$ cat config.mk
export PLATFORM = sky130hd
export DESIGN_NAME = board_spi_master
export DESIGN_NICKNAME = d
export VERILOG_FILES = /design/src/rtl/board_spi_master.sv
export SDC_FILE = /design/constraint.sdc
export NUM_CORES = 1
export LEC_CHECK = 0
export CORE_MARGIN = 4
export CORE_UTILIZATION = 35
export DETAILED_ROUTE_END_ITERATION = 8
export GPL_TIMING_DRIVEN = 0
export MAX_ROUTING_LAYER = met4
export PLACE_DENSITY = 0.58
export SETUP_SLACK_MARGIN = 0.15
export SYNTH_ARGS = -nofsm -noshare
export SYNTH_HDL_FRONTEND = slang
export SYNTH_SLANG_ARGS = --single-unit
$ cat constraint.sdc
create_clock -name clk -period 2.2 [get_ports clk]
set_clock_uncertainty 0.05 [all_clocks]
set_input_delay 0.33 -clock clk [delete_from_list [all_inputs] [get_ports clk]]
set_output_delay 0.33 -clock clk [all_outputs]
set_load 0.01 [all_outputs]
$ cat src/rtl/board_spi_master.sv
// board_spi_master: streams an N*N byte board over SPI, MSB first,
// and captures the first sdo byte of every frame as a key.
module board_spi_master #(
  parameter int N    = 32,
  parameter int HALF = 4
) (
  input  logic                     clk,
  input  logic                     reset,
  input  logic                     start,
  output logic [$clog2(N*N)-1:0]   rd_addr,
  input  logic [7:0]               rd_data,
  output logic                     sclk,
  output logic                     cs,
  output logic                     load,
  output logic                     sdi,
  input  logic                     sdo,
  output logic                     busy,
  output logic                     done,
  output logic [7:0]               key_byte,
  output logic                     key_valid
);

  localparam int AW = $clog2(N*N);
  localparam logic [AW-1:0] LAST  = AW'(N*N-1);
  localparam logic [AW-1:0] ONE   = AW'(1);
  localparam logic [7:0]    HLAST = 8'(HALF-1);

  typedef enum logic [2:0] {
    IDLE,
    FETCH,
    SHIFT,
    GUARD,
    DONE
  } state_t;

  state_t state_q, state_d;

  logic [7:0]    hcnt_q;
  logic          sclk_q;
  logic [2:0]    bit_q;
  logic [7:0]    shift_q;
  logic [AW-1:0] byte_q;
  logic [AW-1:0] addr_q;
  logic [6:0]    ksh_q;
  logic [3:0]    kcnt_q;
  logic [7:0]    key_q;
  logic          kv_q;

  logic half_end;
  logic rise;
  logic fall;
  logic last_byte;
  logic last_bit;

  assign half_end  = (hcnt_q == HLAST);
  assign rise      = (state_q == SHIFT) && half_end && !sclk_q;
  assign fall      = (state_q == SHIFT) && half_end && sclk_q;
  assign last_byte = (byte_q == LAST);
  assign last_bit  = (bit_q == 3'd0);

  always_ff @(posedge clk) begin
    if (!reset) begin
      state_q <= IDLE;
    end else begin
      state_q <= state_d;
    end
  end

  always_comb begin
    state_d = state_q;
    cs      = 1'b0;
    busy    = 1'b0;
    done    = 1'b0;
    sdi     = 1'b0;
    unique case (state_q)
      IDLE: begin
        if (start) state_d = FETCH;
      end
      FETCH: begin
        cs      = 1'b1;
        busy    = 1'b1;
        state_d = SHIFT;
      end
      SHIFT: begin
        cs   = 1'b1;
        busy = 1'b1;
        sdi  = shift_q[7];
        if (fall && last_bit && last_byte)
          state_d = GUARD;
      end
      GUARD: begin
        cs   = 1'b1;
        busy = 1'b1;
        if (half_end) state_d = DONE;
      end
      DONE: begin
        done    = 1'b1;
        state_d = IDLE;
      end
      default: state_d = IDLE;
    endcase
  end

  assign load      = cs;
  assign sclk      = sclk_q;
  assign rd_addr   = addr_q;
  assign key_byte  = key_q;
  assign key_valid = kv_q;

  always_ff @(posedge clk) begin
    if (!reset) begin
      hcnt_q  <= '0;
      sclk_q  <= 1'b0;
      bit_q   <= '0;
      shift_q <= '0;
      byte_q  <= '0;
      addr_q  <= '0;
      ksh_q   <= '0;
      kcnt_q  <= '0;
      key_q   <= '0;
      kv_q    <= 1'b0;
    end else begin
      kv_q <= 1'b0;
      unique case (state_q)
        IDLE: begin
          hcnt_q <= '0;
          sclk_q <= 1'b0;
        end
        FETCH: begin
          shift_q <= rd_data;
          bit_q   <= 3'd7;
          hcnt_q  <= '0;
          sclk_q  <= 1'b0;
          byte_q  <= '0;
          kcnt_q  <= '0;
        end
        SHIFT: begin
          if (half_end) begin
            hcnt_q <= '0;
            sclk_q <= !sclk_q;
          end else begin
            hcnt_q <= hcnt_q + 8'd1;
          end
          if (rise) begin
            if (kcnt_q != 4'd8) begin
              ksh_q  <= {ksh_q[5:0], sdo};
              kcnt_q <= kcnt_q + 4'd1;
              if (kcnt_q == 4'd7) begin
                key_q <= {ksh_q, sdo};
                kv_q  <= 1'b1;
              end
            end
            // prefetch so the next byte is ready at this bit's falling edge
            if (last_bit && !last_byte)
              addr_q <= addr_q + ONE;
          end
          if (fall) begin
            if (last_bit) begin
              shift_q <= rd_data;
              bit_q   <= 3'd7;
              if (!last_byte) byte_q <= byte_q + ONE;
            end else begin
              shift_q <= {shift_q[6:0], 1'b0};
              bit_q   <= bit_q - 3'd1;
            end
          end
        end
        GUARD: begin
          sclk_q <= 1'b0;
          if (!half_end) hcnt_q <= hcnt_q + 8'd1;
        end
        DONE: begin
          hcnt_q <= '0;
          addr_q <= '0;
          byte_q <= '0;
        end
        default: begin
          hcnt_q <= '0;
          sclk_q <= 1'b0;
        end
      endcase
    end
  end

endmodule
==> flow_metrics.env, run 1 <==
export IMPL_status="finished clean"
export IMPL_vias=3106
export IMPL_max_slew_margin_pct=57.9
export IMPL_drt_iter0_drc=131
export IMPL_cts_hold_buf=0
export IMPL_cts_sinks=63
export IMPL_fin_nets=463
export IMPL_cts_tree="built"
export IMPL_fmax_ghz=0.480
export IMPL_cts_buffers_inserted=9
export IMPL_maxSlewViolCount=0
export IMPL_synth_flop_cell="dfxtp_1"
export IMPL_initial_core_util_pct=36.0
export IMPL_grt_pass1_wl_um=14000
export IMPL_p_leak_uw=0.00148
export IMPL_yosys_top_cells_area="dfxtp_1 40%, nand3_1 5.6%, a21oi_1 5.1%"
export IMPL_gr_usage_all_layers_pct=17.2
export IMPL_vias_per_cell=5.58
export IMPL_ir_worst_vdd_v=0.000292
export IMPL_synth_async_reset_ratio_pct=0
export IMPL_maxCapViolCount=0
export IMPL_finalHoldViolCount=0
export IMPL_path_class="flop to flop"
export IMPL_antenna_found_initial=0
export IMPL_crit_path_start_kind="flop"
export IMPL_diodes=0
export IMPL_powerDensity_mw_per_mm2=561
export IMPL_drt_pass1_iter_count=4
export IMPL_synth_seq_cells=63
export IMPL_final_cells=557
export IMPL_wirelength_um=8580
export IMPL_fin_ws_ns=0.115
export IMPL_finalCritPeriodShare_pct=94.8
export IMPL_syn2layout_area_growth_pct=34.9
export IMPL_clkTransAtPathRegs_ns=0.07
export IMPL_hpwl_um=5550
export IMPL_rsz0062_at_grt="true"
export IMPL_die_area_sq_mm=0.0105
export IMPL_grt_max_degree=12
export IMPL_holdCritPathClass="primary input to flop"
export IMPL_yosys_area_top_type="dfxtp_1"
export IMPL_rrSetupSlack_ns=0.11
export IMPL_grt_pass1_vias=2983
export IMPL_syn_num_nets=394
export IMPL_gp_congestion=0.867
export IMPL_mostFrequentLayoutCells="57 x dfxtp_1, 34 x nand3_1, 33 x nand2_1"
export IMPL_clkLatencyLatePin_ns=0.35
export IMPL_boundaryPins=37
export IMPL_cp_data_arrival_time_ns=2.31
export IMPL_dieHeight_um=103
export IMPL_cts_htree_levels=3
export IMPL_min_period_ns=2.09
export IMPL_cts_root_buf="clkbuf_8"
export IMPL_num_rows=34
export IMPL_clk_path_buf_depth=2
export IMPL_place_ws_ns=-0.283
export IMPL_required_ns=2.43
export IMPL_gr_total_overflow=0
export IMPL_ys_seq_area_share_pct=40.2
export IMPL_syn_cell_area_sq_mm=0.00314
export IMPL_drive_above_1_share_pct=22.7
export IMPL_synth_edf_count=0
export IMPL_cp_max_fo=4
export IMPL_syn_avg_cell_area_sq_um=8.37
export IMPL_drc=0
export IMPL_synth_top_area_share_pct=40.2
export IMPL_fp_dieW_um=103
export IMPL_ant_nets=0
export IMPL_ys_types=53
export IMPL_synth_cells=375
export IMPL_wl_per_cell_um=15.4
export IMPL_portBuffers=35
export IMPL_layout_commonest_cell="dfxtp_1"
export IMPL_placed_cells=518
export IMPL_worst_slew_pin_slew_ns=0.632
export IMPL_yosys_warnings=0
export IMPL_coreArea_sq_mm=0.00872
export IMPL_crit_path_end_kind="flop"
export IMPL_setup_violations=0
-- worst paths after layout --
path                                               start                  endpoint  cells past startpoint
worst max-delay path              hcnt_q[1]$_SDFFE_PN0P_    kcnt_q[3]$_SDFFE_PN0P_                      6
worst min-delay path                               reset   rd_addr[4]$_SDFFE_PN0P_                      3
worst max register to register    hcnt_q[1]$_SDFFE_PN0P_    kcnt_q[3]$_SDFFE_PN0P_                      6
worst min register to register  key_byte[6]$_SDFFE_PN0P_  key_byte[6]$_SDFFE_PN0P_                      2
-- flip-flops by register name (all words and copies together) (netlist names), 3 cells and up --
register	flops
hcnt_q	8
key_byte	8
state_q	3
ksh_q	7
rd_addr	10
bit_q	3
shift_q	8
kcnt_q	4
byte_q	10
-- kinds of logic after synthesis --
family	after synthesis	share of synthesized area, %
muxes	3	0.997
and+or+nand+nor	152	25.8
buffers and inverters	37	5.54
AOI/OAI and AO/OA	107	23.0
adders and majority gates	7	2.79
DFF	63	40.2
xor gates and xnor gates	6	1.67
-- cell type report --
| cell class | count | area [sq um] |
|---|---|---|
| plain buffers | 23 | 140 |
| clock buffers | 11 | 141 |
| clock inverters | 5 | 33.8 |
| fillers | 857 | 4490 |
| inverters | 14 | 52.6 |
| multi-input cells | 275 | 1930 |
| flip-flops and latches | 63 | 1270 |
| well taps | 108 | 135 |
| repair buffers | 58 | 529 |
-- power breakdown --
part	switching (uW)	total (uW)	internal (uW)
Sequential	12.6	1170	1160
Combinational	158	291	133
Clock	474	911	437
Total	645	2380	1730
-- stage by stage --
stage          hold slack, ns  power [uW]  util, %  setup TNS (ns)  area, sq um
4_1_cts                 0.381        2360     46.5               0         4060
3_3_place_gp            0.402        1420     41.7           -4.80         3640
3_5_place_dp            0.414        1420     41.7           -4.53         3640
5_1_grt                 0.404        2480     48.5               0         4230
2_1_floorplan           0.394        1340        -               0         3150
6_report                0.375        2380     48.5               0         4230
-- critical path, stage by stage (launching register included) --
cell,delay (ns)
dfxtp_2,0.35
ha_4,0.14
or4b_4,0.48
or3_4,0.41
buf_6,0.13
or3_1,0.30
a31oi_1,0.15
-- per-layer routing --
layer	GRT usage [%]	routed length, um
met2	25.6	3930
met1	22.9	4160
met5	-	0
met3	3.65	350
met4	6.86	135
-- cell usage after synthesis, types with 2 or more instances --
| cell type | number |
|---|---|
| a211oi_1 | 3 |
| a21oi_1 | 32 |
| a22o_1 | 4 |
| a311oi_1 | 9 |
| a31o_2 | 2 |
| a31oi_1 | 4 |
| and2_1 | 2 |
| and3_1 | 5 |
| and4_1 | 3 |
| buf_2 | 4 |
| buf_4 | 2 |
| buf_6 | 3 |
| clkbuf_1 | 13 |
| dfxtp_1 | 63 |
| ha_1 | 7 |
| inv_1 | 13 |
| mux2i_1 | 2 |
| nand2_1 | 33 |
| nand3_1 | 35 |
| nand4_1 | 9 |
| nor2_1 | 21 |
| nor2b_1 | 4 |
| nor3_1 | 10 |
| nor3b_1 | 2 |
| nor4_1 | 3 |
| o2111ai_1 | 2 |
| o211ai_1 | 3 |
| o21ai_0 | 23 |
| o311a_1 | 4 |
| o311ai_0 | 4 |
| o31ai_1 | 10 |
| or2_2 | 2 |
| or3_1 | 5 |
| or3b_2 | 3 |
| or4_1 | 9 |
| xnor2_1 | 2 |
| xor2_1 | 4 |
-- timing repair --
action                                  4_1_cts  5_1_grt
setup buffers                                15        6
cloned                                        2        0
resized for setup                            33       53
pin swaps                                    11       30
endpoints found under the setup margin       57       52
(Power assumes the default switching activity.)
==> inputs of run 2 (changes only) <==
ABC_AREA = 0   (was unset)
==> results of run 2 <==
The final DEF is identical to that of run 1; final timing and power are the same.
==> inputs of run 3 (changes only) <==
CTS_CLUSTER_SIZE = 8   (was unset)
==> results of run 3 <==
The final DEF is identical to that of run 1; final timing and power are the same.
